$ cat src/rtl/logic_result_stage.sv
// rtl/logic_result_stage.sv - registered result stage with 2-entry skid buffer and status flags
module logic_result_stage #(
    parameter int WIDTH = 8,
    parameter int OPW   = 8,
    parameter int CNT_W = 16
) (
    input  logic             clk,
    input  logic             rst_n,
    input  logic             in_valid,
    output logic             in_ready,
    input  logic [OPW-1:0]   in_opcode,
    input  logic [WIDTH-1:0] in_y,
    output logic             out_valid,
    input  logic             out_ready,
    output logic [OPW-1:0]   out_opcode,
    output logic [WIDTH-1:0] out_y,
    output logic             out_zero,
    output logic             out_parity,
    output logic             out_msb,
    output logic             out_illegal,
    output logic [CNT_W-1:0] res_count
);

    // Entry layout: {illegal, msb, parity, zero, y, opcode}
    localparam int EW = OPW + WIDTH + 4;
    localparam logic [EW-1:0] EMPTY_ENTRY = {4'b0001, {(WIDTH + OPW){1'b0}}};

    localparam logic [1:0] OCC0 = 2'd0;
    localparam logic [1:0] OCC1 = 2'd1;
    localparam logic [1:0] OCC2 = 2'd2;

    logic [EW-1:0]    h_q, h_d;
    logic [EW-1:0]    s_q, s_d;
    logic [1:0]       occ_q, occ_d;
    logic             in_ready_q, in_ready_d;
    logic [CNT_W-1:0] cnt_q, cnt_d;
    logic             acc, pop;
    logic [EW-1:0]    new_entry;

    function automatic logic [EW-1:0] make_entry(input logic [OPW-1:0] op,
                                                 input logic [WIDTH-1:0] y);
        logic             legal;
        logic [WIDTH-1:0] ys;
        legal = (op >= OPW'(1)) && (op <= OPW'(7));
        ys    = legal ? y : '0;
        return {!legal, ys[WIDTH-1], ^ys, (ys == '0), ys, op};
    endfunction

    assign new_entry = make_entry(in_opcode, in_y);
    assign acc       = in_valid & in_ready_q;
    assign pop       = (occ_q != OCC0) & out_ready;

    always_comb begin
        h_d   = h_q;
        s_d   = s_q;
        occ_d = occ_q;
        cnt_d = acc ? cnt_q + CNT_W'(1) : cnt_q;
        case (occ_q)
            OCC0: begin
                if (acc) begin
                    h_d   = new_entry;
                    occ_d = OCC1;
                end
            end
            OCC1: begin
                if (acc && pop) begin
                    h_d = new_entry;
                end else if (acc) begin
                    s_d   = new_entry;
                    occ_d = OCC2;
                end else if (pop) begin
                    occ_d = OCC0;
                end
            end
            OCC2: begin
                // in_ready is low here, so only a pop can move the buffer
                if (pop) begin
                    h_d   = s_q;
                    occ_d = OCC1;
                end
            end
            default: occ_d = OCC0;
        endcase
        in_ready_d = (occ_d != OCC2);
    end

    always_ff @(posedge clk or negedge rst_n) begin
        if (!rst_n) begin
            h_q        <= EMPTY_ENTRY;
            s_q        <= EMPTY_ENTRY;
            occ_q      <= OCC0;
            in_ready_q <= 1'b0;
            cnt_q      <= '0;
        end else begin
            h_q        <= h_d;
            s_q        <= s_d;
            occ_q      <= occ_d;
            in_ready_q <= in_ready_d;
            cnt_q      <= cnt_d;
        end
    end

    assign in_ready    = in_ready_q;
    assign out_valid   = (occ_q != OCC0);
    assign out_opcode  = h_q[OPW-1:0];
    assign out_y       = h_q[OPW+WIDTH-1:OPW];
    assign out_zero    = h_q[EW-4];
    assign out_parity  = h_q[EW-3];
    assign out_msb     = h_q[EW-2];
    assign out_illegal = h_q[EW-1];
    assign res_count   = cnt_q;

endmodule

$ cat config.mk
export PLATFORM = sky130hd
export DESIGN_NAME = logic_result_stage
export DESIGN_NICKNAME = d
export VERILOG_FILES = /design/src/rtl/logic_result_stage.sv
export SDC_FILE = /design/constraint.sdc
export NUM_CORES = 1
export LEC_CHECK = 0
export CELL_PAD_IN_SITES_DETAIL_PLACEMENT = 2
export CELL_PAD_IN_SITES_GLOBAL_PLACEMENT = 2
export CORE_AREA = 2 2 95 97
export CTS_CLUSTER_DIAMETER = 50
export DETAILED_ROUTE_END_ITERATION = 12
export DIE_AREA = 0 0 97 99
export PLACE_DENSITY = 0.87
export SLEW_MARGIN = 30
export SYNTH_ARGS = -nofsm -noshare
export SYNTH_HDL_FRONTEND = slang
export SYNTH_SLANG_ARGS = --single-unit
$ cat constraint.sdc
create_clock -name clk -period 2.1 [get_ports clk]
set_clock_uncertainty 0.2 [all_clocks]
set_input_delay 0.315 -clock clk [delete_from_list [all_inputs] [get_ports clk]]
set_output_delay 0.315 -clock clk [all_outputs]
set_load 0.02 [all_outputs]
Word-level counts from Yosys, hierarchy flattened
Cells that the tools add are included.
{"block": "word_totals", "regBits": 59, "latch_bits": 0, "ramBits": 0, "rom_bits": 0, "output_inout_bits": 38, "word_cells": 38, "memories": 0}
{"block": "op_classes", "n_addsub": 1, "n_mul": 0, "div_mod_pow": 0, "magnitude_cmp": 2, "eq_ne": 6, "shifts": 0, "n_mux": 11, "bitwise_logic": 3, "reduce_logical": 10}
{"op": "$mux 20", "count": 3}
{"op": "$pmux 20 s3", "count": 1}
{"op": "$add 16x1->16 const B", "count": 1}
{"op": "$mux 2", "count": 5}
{"op": "$ge 8x1->1 const B", "count": 1}
{"op": "$le 8x3->1 const B", "count": 1}
{"op": "$logic_not 8->1", "count": 1}
{"op": "$mux 8", "count": 1}
{"op": "$ne 2x2->1 const B", "count": 4}
{"op": "$reduce_xor 8->1", "count": 1}
{"op": "$pmux 2 s3", "count": 1}
{"op": "$reduce_and 4->1", "count": 1}
{"op": "$reduce_and 3->1", "count": 1}
{"op": "$reduce_bool 3->1", "count": 1}
{"op": "$and 1x1->1", "count": 2}
{"op": "$eq 2x1->1 const B", "count": 1}
{"op": "$eq 2x2->1 const B", "count": 1}
{"op": "$logic_and 1x1->1", "count": 2}
{"op": "$logic_not 2->1", "count": 1}
{"op": "$reduce_bool 2->1", "count": 1}
{"op": "$logic_not 1->1", "count": 1}
{"op": "$not 1->1", "count": 1}

Depth between registers and ports, before layout
Gate-level depths: netlist of the first run.
{"block": "depth", "word_depth": 7, "ltp_mapped": 9}

Worst setup path before layout of the first run
No wires, ideal clock.
{"block": "synth_path", "kind": "input port to flip-flop", "start": "input port in_opcode[7]", "end": "register s_q[17]", "setup_ns": 0.125, "arrival_time_ns": 2.236, "t_required_ns": 1.775, "slack_ns": -0.461, "path_stages": 8, "path_cell_list": "or4_4 nor3_4 buf_4 nand2_1 ha_1 xor2_1 xnor2_1 mux2_2"}
{"block": "synth_between", "elab_chain_cells": 4}
{"item": "start, declared", "line": "11", "source": "input logic [OPW-1:0] in_opcode,"}
{"item": "$ge 8x1->1 / $le 8x3->1 (equally long branches)", "line": "44", "source": "legal = (op >= OPW'(1)) && (op <= OPW'(7));"}
{"item": "$logic_and 1x1->1 (*)", "line": "44"}
{"item": "$mux 8 (*)", "line": "45", "source": "ys = legal ? y : '0;"}
{"item": "$reduce_xor 8->1 (*)", "line": "46", "source": "return {!legal, ys[WIDTH-1], ^ys, (ys == '0), ys, op};"}
{"item": "end signal, assigned", "line": "90", "source": "s_q <= EMPTY_ENTRY;"}
{"item": "end signal, assigned", "line": "96", "source": "s_q <= s_d;"}
{"item": "end, declared", "line": "33", "source": "logic [EW-1:0] s_q, s_d;"}
Mark *: on every way between the ends. The rest lies on a longest branch, timed or not.
A chain may end at the register's enable or synchronous reset.

Worst setup path after layout of the first run
{"block": "layout_path", "start": "input port in_opcode[3]", "end": "register s_q[17]"}
The elaborated chain is that of the path after synthesis.

==> flow_summary.ini, run 1 <==
[timing]
finalHoldViolations = 0
setup_viol = 2
hold_ws_ns = 0.02464
finalMaxSlewViolations = 0
slew_headroom_pct = 72.62
clock.fmax_mhz = 430.2
tightest_slew_ns = 0.4108
fin_crit_sh_pct = 110.7
grt_setup_unrepaired = true
period_needed_ns = 2.324
fin_ws_ns = -0.2244

[routing]
routed_wl_um = 9048
vias_per_cell = 5.024
num_vias = 2281
first_pass_iters = 4
wl_per_cell_um = 19.93
drc = 0
ant_nets = 0
drt-initial-drc-count = 44

[floorplanning]
dieArea_um2 = 9603
rows = 34
start_util_pct = 30.48
die_w_um = 97
ioPinCount = 58
dieHeight_um = 99
core_um2 = 8551

[final_layout]
drive_gt1_share_pct = 26.59
antenna_cells = 0
fill_cells = 888
area_growth_pct = 48.78
final_nets = 367
final_cells = 454

[yosys]
yosys.area.top_type = dfrtp_1
synth_top_area_share_pct = 52.81
yosys-top-cells-count = dfrtp_1 (55), nand2_1 (34), a21oi_1 (20)
synth_top_family_by_area = simple AND/OR/NAND/NOR gates
synth_edf_count = 0
synth-simple-area-share_pct = 15.27
yosysSeqAreaShare_pct = 54.82
yosys_warnings = 0
synthAdderAreaFrac_pct = 2.400
synthTopCellsByArea = dfrtp_1 (53%), mux2_2 (5.2%), nand2_1 (4.9%)
avgSynthCellArea_um2 = 10.47
syn_area_um2 = 2606
yosysMostFrequentCell = dfrtp_1
ys_types = 34
synth-xor-area-share_pct = 6.049
syn_nets = 274
synth_cells = 249
ys.flop_type = dfrtp_1
async_flop_share_pct = 100.0
synth_compound_area_share_pct = 11.62
synth.area.mux_share_pct = 5.569
synth-seq-cells = 57

[clocking]
clockRootBuffer = clkbuf_8
htreeDepth = 3
numCtsBuffers = 9
cts_tree = built
cts.sinks = 57
clkSlewWorstSetupHoldPaths_ns = 0.07
cts-root-to-sink-buffers = 2
clk_latency_ns = 0.33

[global_route]
gr-usage-all-layers_pct = 20.37
overflow = 0
grt_max_degree = 29
antenna_found_initial = 0
grt_pass1_vias = 2679
grt_pass1_wl_um = 14970

[worst_setup_path]
crit_slowest_cell = or4_4
max_stage_delay_ns = 0.54
start_kind = input port
cp_max_fo = 5
crit_family = simple AND/OR/NAND/NOR gates
cp-end-kind = flop
rr_startpoint = occ_q[0]
crit_start = in_opcode[3]
cp-endpoint = s_q[17]
critPathBufInv = 2
r2r_cells = 7
cp.required_ns = 2.12
reg2reg_to = h_q[6]
arrival_ns = 2.34
worst-r2r-setup-slack_ns = 0.24
crit_type = in2reg
cp_cell_sequence = buf_8 -> or4_4 -> nor3_4 -> buf_6 -> nand2_4 -> ha_4 -> xnor2_4 -> xnor2_2 -> mux2_4
cp.depth = 9

[placed_design]
place_inst = 435
dp_hpwl_um = 5976
globalplace.congestion = 0.7908
numPortBuffers = 57

[pwr]
peakVddDrop_mv = 0.3479
powerDensity_nw_per_um2 = 1094
leakagePower_nw = 1.668

[flow_run]
drv_cap = 0

[outcome]
violations = negative setup slack
status = finished with violations

[hold_path]
hp-class = in2reg
kinds of logic (layout without fill, tap and decap cells):
group,Yosys count,in the layout
AND/OR/NAND/NOR,83,83
AO/OA/AOI/OAI,50,50
flip-flops,57,57
XOR/XNOR,18,18
multiplexers,13,13
buffers and inverters,23,120
adder cells (fa/ha/maj),5,5
how the worst min path moves through the flow:
stage	from	endpoint	cells past startpoint
2_1_floorplan	rst_n	h_q[0]	0
3_3_place_gp	rst_n	res_count[3]	1
3_5_place_dp	rst_n	res_count[3]	1
4_1_cts	in_opcode[4]	s_q[4]	2
5_1_grt	in_opcode[3]	s_q[3]	2
6_report	in_opcode[4]	s_q[4]	2
registers in the layout, indices dropped and copies added (netlist names):
name / count
res_count: 16
occ_q: 2
h_q: 19
in_ready: 1
s_q: 19
stage by stage:
| step | util (%) | TNS [ns] | total power [mW] | area (µm²) | setup slack [ns] |
|---|---|---|---|---|---|
| floorplan | - | -1.099 | 2.475 | 2680 | -0.4153 |
| global route | 45.35 | -0.4332 | 4.521 | 3877 | -0.2284 |
| detailed placement | 42.05 | -9.036 | 3.333 | 3596 | -0.9573 |
| CTS | 45.45 | -0.2860 | 4.254 | 3886 | -0.1821 |
| finish | 45.35 | -0.3593 | 4.241 | 3877 | -0.2244 |
| global placement | 42.05 | -7.104 | 3.224 | 3596 | -0.8108 |
area by class of cell:
type                            count  area (µm²)  area share [%]
Clock buffer                       11       141.4           3.646
Clock inverter                      4       20.02          0.5163
Inverter                           10       37.54          0.9681
Multi-Input combinational cell    169        1244           32.07
Sequential cell                    57        1429           36.85
Tap cell                          108       135.1           3.485
Timing Repair Buffer               95       870.8           22.46
where the power goes:
| part | internal [mW] | total (mW) | switching (mW) |
|---|---|---|---|
| clock network | 0.445 | 0.890 | 0.444 |
| registers | 1.44 | 1.70 | 0.266 |
| logic | 0.805 | 1.65 | 0.842 |
timing repair:
item,4_1_cts,5_1_grt
hold buffers,1,0
hold endpoints to repair,15,0
resized for setup,33,11
pin swaps,8,9
setup buffers,3,1
endpoints found under the setup margin,7,4
cloned,1,0
placed cells by master (no fill, tap or decap), drive strengths merged, types with 5 or more instances in the layout:
master and n:
dfrtp 55, clkdlybuf4s50 48, buf 42, nand2 34
a21oi 20, nor2 17, xnor2 14, nand3 12
mux2 12, clkbuf 11, inv 10, o2bb2ai 9
o21ai 9, a31oi 9, ha 5, nor3 5
metal layers:
metal  vias to the layer above  wire length, µm  global-route usage [%]
met4                         0              127                   7.259
li1                       1047                -                       -
met3                        14              263                   3.759
met5                         -                0                       0
met1                      1170             3700                   23.67
met2                        50             4956                   37.55
Note: power is estimated with default switching activity, not from simulation.
==> inputs of run 2 (changes only) <==
--- a/config.mk
+++ b/config.mk
@@ -12,6 +12,7 @@
 export DETAILED_ROUTE_END_ITERATION = 12
 export DIE_AREA = 0 0 97 99
 export PLACE_DENSITY = 0.87
+export SETUP_SLACK_MARGIN = 0.3
 export SLEW_MARGIN = 30
 export SYNTH_ARGS = -nofsm -noshare
 export SYNTH_HDL_FRONTEND = slang
==> run 2 against run 1 <==
The run still ends with negative setup slack left; register-to-register slack got worse by 0.06 ns; combinational power increased by 19%; count of clock-buffer cells in the layout increased by 3; via count increased by 7.0%; cell count increased by 3.1%; largest cell class unchanged.
==> flow_summary.ini, run 2 (same netlist as run 1, synthesis figures left out) <==
[routing]
routed_wl_um = 11310
first_pass_iters = 4
wl_per_cell_um = 24.16
vias_per_cell = 5.214
drt-initial-drc-count = 70
num_vias = 2440
ant_nets = 0
drc = 0

[final_layout]
drive_gt1_share_pct = 36.94
final_nets = 380
area_growth_pct = 64.52
mostFrequentLayoutCells = dfrtp_1 (54), dlygate4sd2_1 (39), buf_4 (26)
fill_cells = 864
postLayoutCoreUtil_pct = 50.15
final_common_cell = dfrtp_1
antenna_cells = 0

[pwr]
power_frac_seq_pct = 36.3
p_sw_mw = 1.919
finalPower_mw = 4.893
leakagePower_nw = 1.913
peakVddDrop_mv = 0.5362
pwr-share-clk_pct = 23.7
switching_share_pct = 39.23
comb_power_share_pct = 40.0
powerDensity_nw_per_um2 = 1141
p_int_mw = 2.973

[clocking]
clk_latency_ns = 0.36
cts.sinks = 57
cts_tree = built
htreeDepth = 3
numCtsBuffers = 9
clkSlewWorstSetupHoldPaths_ns = 0.08
clockRootBuffer = clkbuf_8
cts-root-to-sink-buffers = 2

[timing]
slew_headroom_pct = 73.77
tns_ns = -0.3678
setup_viol = 2
clock.fmax_mhz = 433.7
finalMaxSlewViolations = 0
grt_setup_unrepaired = true
hold_ws_ns = 0.03423
tightest_slew_ns = 0.3934
period_needed_ns = 2.306
fin_ws_ns = -0.2056
fin_crit_sh_pct = 109.8
finalHoldViolations = 0

[global_route]
grt_pass1_vias = 2665
grt_pass1_wl_um = 15700
overflow = 0
gr-usage-all-layers_pct = 21.40
antenna_found_initial = 0
grt_max_degree = 43

[worst_setup_path]
arrival_ns = 2.35
cp_max_fo = 5
cp-end-kind = flop
rr_startpoint = occ_q[0]
crit_start = in_opcode[5]
cp.required_ns = 2.14
r2r_cells = 8
worst-r2r-setup-slack_ns = 0.18
start_kind = input port
cp-endpoint = s_q[17]
crit_type = in2reg
reg2reg_to = s_q[13]

[floorplanning]
die_w_um = 97
core_um2 = 8551
dieArea_um2 = 9603
start_util_pct = 30.48
dieHeight_um = 99
rows = 34
ioPinCount = 58

[placed_design]
numPortBuffers = 57
dp_hpwl_um = 5532
pre_cts_ws_ns = -0.9121
globalplace.congestion = 0.7596

[hold_path]
hp-class = in2reg
holdCritStartpoint = in_opcode[3]

[outcome]
status = finished with violations
violations = negative setup slack

[flow_run]
drv_cap = 0
[run 2: cell types whose count changed in the layout (fill, tap and decap cells not counted), moves of 3 or more]
| cell | before | now |
|---|---|---|
| a21oi_1 | 20 | 17 |
| a21oi_2 | 0 | 3 |
| a31oi_1 | 9 | 3 |
| a31oi_4 | 0 | 4 |
| buf_4 | 34 | 26 |
| buf_6 | 4 | 15 |
| buf_8 | 1 | 5 |
| clkdlybuf4s50_1 | 48 | 10 |
| clkinv_2 | 4 | 1 |
| dlygate4sd2_1 | 4 | 39 |
| nand2_2 | 1 | 5 |
| nor2_1 | 17 | 9 |
| nor2_4 | 0 | 7 |
[run 2: per-layer routing]
layer	share of wire, %	track usage (%)
met1	41	25.20
met2	52	38.68
met3	4.2	4.823
met4	2.7	7.042
met5	0	0
[run 2: worst min-delay path by stage]
| stage | endpoint | cells past startpoint |
|---|---|---|
| floorplan | h_q[0] | 0 |
| global placement | res_count[6] | 1 |
| detailed placement | res_count[4] | 1 |
| CTS | s_q[3] | 2 |
| global route | s_q[7] | 2 |
| finish | s_q[3] | 2 |
[run 2: layout make-up]
type / instances / area (µm²) / area share (%)
Inverter: 10 / 37.54 / 0.8754
Multi-Input combinational cell: 169 / 1424 / 33.21
Tap cell: 108 / 135.1 / 3.151
Clock inverter: 2 / 35.03 / 0.8170
Timing Repair Buffer: 108 / 1054 / 24.57
Sequential cell: 57 / 1430 / 33.35
Clock buffer: 14 / 172.7 / 4.027
[run 2: critical path, stage by stage]
cell and delay, ns:
buf_6 0.10, or4_4 0.56, nor3_4 0.19, buf_6 0.14, buf_16 0.12, nand2_2 0.09, ha_4 0.28, xnor2_2 0.15
xnor2_2 0.15, mux2_4 0.26
[run 2: power by group through the flow]
stage                     clock network, mW  registers, mW  logic (mW)
after floorplan                           0           1.89       0.586
after global placement                    0           1.68        1.54
after detailed placement                  0           1.71        1.61
after CTS                              1.13           1.72        1.73
after global routing                   1.24           1.81        2.06
final                                  1.16           1.77        1.96
[run 2: repair_timing]
action / CTS / global route
setup buffers: 8 / 9
gates cloned: 1 / 1
setup endpoints to repair: 69 / 34
endpoints found under the hold margin: 15 / 0
pin swaps: 8 / 15
hold buffers: 1 / 0
gates resized for setup: 102 / 41
[run 2: through the flow]
stage,std cells,instance area (µm²)
global placement,432,3588
floorplan,249,2683
CTS,458,4011
finish,468,4288
detailed placement,432,3588
global route,468,4288
==> inputs of run 3 (changes only) <==
--- a/config.mk
+++ b/config.mk
@@ -12,6 +12,7 @@
 export DETAILED_ROUTE_END_ITERATION = 12
 export DIE_AREA = 0 0 97 99
 export PLACE_DENSITY = 0.87
+export REMOVE_ABC_BUFFERS = 1
 export SETUP_SLACK_MARGIN = 0.3
 export SLEW_MARGIN = 30
 export SYNTH_ARGS = -nofsm -noshare
==> run 3 against run 2 <==
The run still ends with negative setup slack left; sequential power fell by 4%; cell count shrank 2.1%; sequential share of layout area increased by 1.9 points; critical path depth is the same; die area unchanged; combinational power decreased by 16%; flip-flop and latch count stayed put; largest cell class unchanged; register-to-register slack improved by 0.03 ns; hold slack got worse by 0.0017 ns; non-clock buffer count down 10; global-route usage is 0.73 points lower; power decreased by 8.7%.
==> flow_summary.ini, run 3 (same netlist as run 1, synthesis figures left out) <==
[worst_setup_path]
cp-end-kind = flop
arrival_ns = 2.35
start_kind = input port
cp_max_fo = 4
cp.required_ns = 2.12
worst-r2r-setup-slack_ns = 0.21
crit_type = in2reg

[pwr]
peakVddDrop_mv = 0.4064
p_int_mw = 2.800
powerDensity_nw_per_um2 = 1101
pwr-share-clk_pct = 25.0
comb_power_share_pct = 37.0
power_frac_seq_pct = 38.0
leakagePower_nw = 1.833
p_sw_mw = 1.666
switching_share_pct = 37.30

[clocking]
cts_tree = built
cts-root-to-sink-buffers = 2
htreeDepth = 3
clk_latency_ns = 0.34
clkSlewWorstSetupHoldPaths_ns = 0.08
clockRootBuffer = clkbuf_8
cts.sinks = 57
numCtsBuffers = 9

[outcome]
violations = negative setup slack
status = finished with violations

[floorplanning]
start_util_pct = 30.48
dieArea_um2 = 9603
rows = 34
core_um2 = 8551
dieHeight_um = 99
die_w_um = 97
ioPinCount = 58

[timing]
tns_ns = -0.4141
tightest_slew_ns = 0.3461
period_needed_ns = 2.326
fin_crit_sh_pct = 110.8
slew_headroom_pct = 76.93
finalHoldViolations = 0
clock.fmax_mhz = 430.0
finalMaxSlewViolations = 0
setup_viol = 2
grt_setup_unrepaired = true
hold_ws_ns = 0.03257
fin_ws_ns = -0.2258

[placed_design]
numPortBuffers = 57
dp_hpwl_um = 5445
globalplace.congestion = 0.7425

[global_route]
overflow = 0
antenna_found_initial = 0
grt_pass1_vias = 2729
grt_max_degree = 58
grt_pass1_wl_um = 15620
gr-usage-all-layers_pct = 20.68

[hold_path]
hp-class = in2reg

[final_layout]
mostFrequentLayoutCells = dfrtp_1 (55), dlygate4sd2_1 (40), buf_4 (27)
drive_gt1_share_pct = 32.86
antenna_cells = 0
multi_input_area_um2 = 1320
seqCellArea_um2 = 1429
final_common_cell = dfrtp_1
final_nets = 370
area_growth_pct = 55.64
postLayoutCoreUtil_pct = 47.44
fill_cells = 872

[routing]
vias_per_cell = 5.127
wl_per_cell_um = 21.21
drt-initial-drc-count = 49
routed_wl_um = 9712
first_pass_iters = 4
ant_nets = 0
num_vias = 2348
drc = 0

[flow_run]
drv_cap = 0
-- run 3: cell types whose count changed in the layout (fill, tap and decap cells not counted), moves of 3 or more --
cell / before / now
nand3_2: 1 / 4
a31oi_4: 4 / 1
nor2_1: 9 / 16
buf_8: 5 / 1
nand3_1: 11 / 8
o21ai_2: 1 / 4
o21ai_0: 7 / 2
nor2_4: 7 / 0
buf_6: 15 / 9
a31oi_1: 3 / 8
-- run 3: final timing paths --
check | from | to | cells after the start
setup / recovery | in_opcode[3] | s_q[17] | 10
hold reg to reg | res_count[15] | res_count[15] | 1
max in group asynchronous | rst_n | h_q[16] | 3
hold / removal | in_opcode[4] | s_q[4] | 2
min in group asynchronous | rst_n | res_count[6] | 3
setup reg to reg | occ_q[0] | s_q[10] | 6
-- run 3: through the flow --
stage | cell area (µm²) | worst slack [ns] | instances | power (mW)
floorplan | 2532 | -0.9967 | 236 | 2.441
global placement | 3466 | -0.8371 | 427 | 3.190
detailed placement | 3466 | -0.9055 | 427 | 3.286
CTS | 3925 | -0.1645 | 455 | 4.338
global route | 4056 | -0.2430 | 458 | 4.728
finish | 4056 | -0.2258 | 458 | 4.466
-- run 3: per-layer routing --
metal	up-vias	GRT usage [%]	part of all wire, %
met5	-	0	0
met4	0	6.826	2.4
met3	22	2.908	2.8
met2	53	36.97	51
met1	1220	25.80	43
li1	1053	-	-
-- run 3: area by class of cell --
cell class	count	share of cell area, %
timing repair buffer	98	22.67
multi-input combinational	169	32.54
tap	108	3.331
clock buffer	12	4.072
sequential	57	35.23
inverter	10	0.9254
clock inverter	4	1.234
-- run 3: power by group through the flow --
stage / clock network (mW) / registers [mW] / logic, mW
finish: 1.12 / 1.70 / 1.65
floorplan: 0 / 1.90 / 0.539
detailed placement: 0 / 1.71 / 1.57
global route: 1.19 / 1.75 / 1.78
global placement: 0 / 1.68 / 1.51
CTS: 1.13 / 1.69 / 1.52
-- run 3: repair_timing --
action,in CTS,in global routing
resized for setup,99,28
pin swaps,17,7
cloned,1,0
hold buffers,1,0
endpoints found under the hold margin,55,0
endpoints found under the setup margin,69,46
setup buffers,10,3
-- run 3: worst max-delay path, stage by stage --
cell	delay, ns
buf_6	0.10
or4_4	0.55
nor3_4	0.19
buf_6	0.16
buf_16	0.12
nand2_4	0.06
ha_4	0.25
xor2_2	0.18
xnor2_2	0.16
mux2_4	0.27
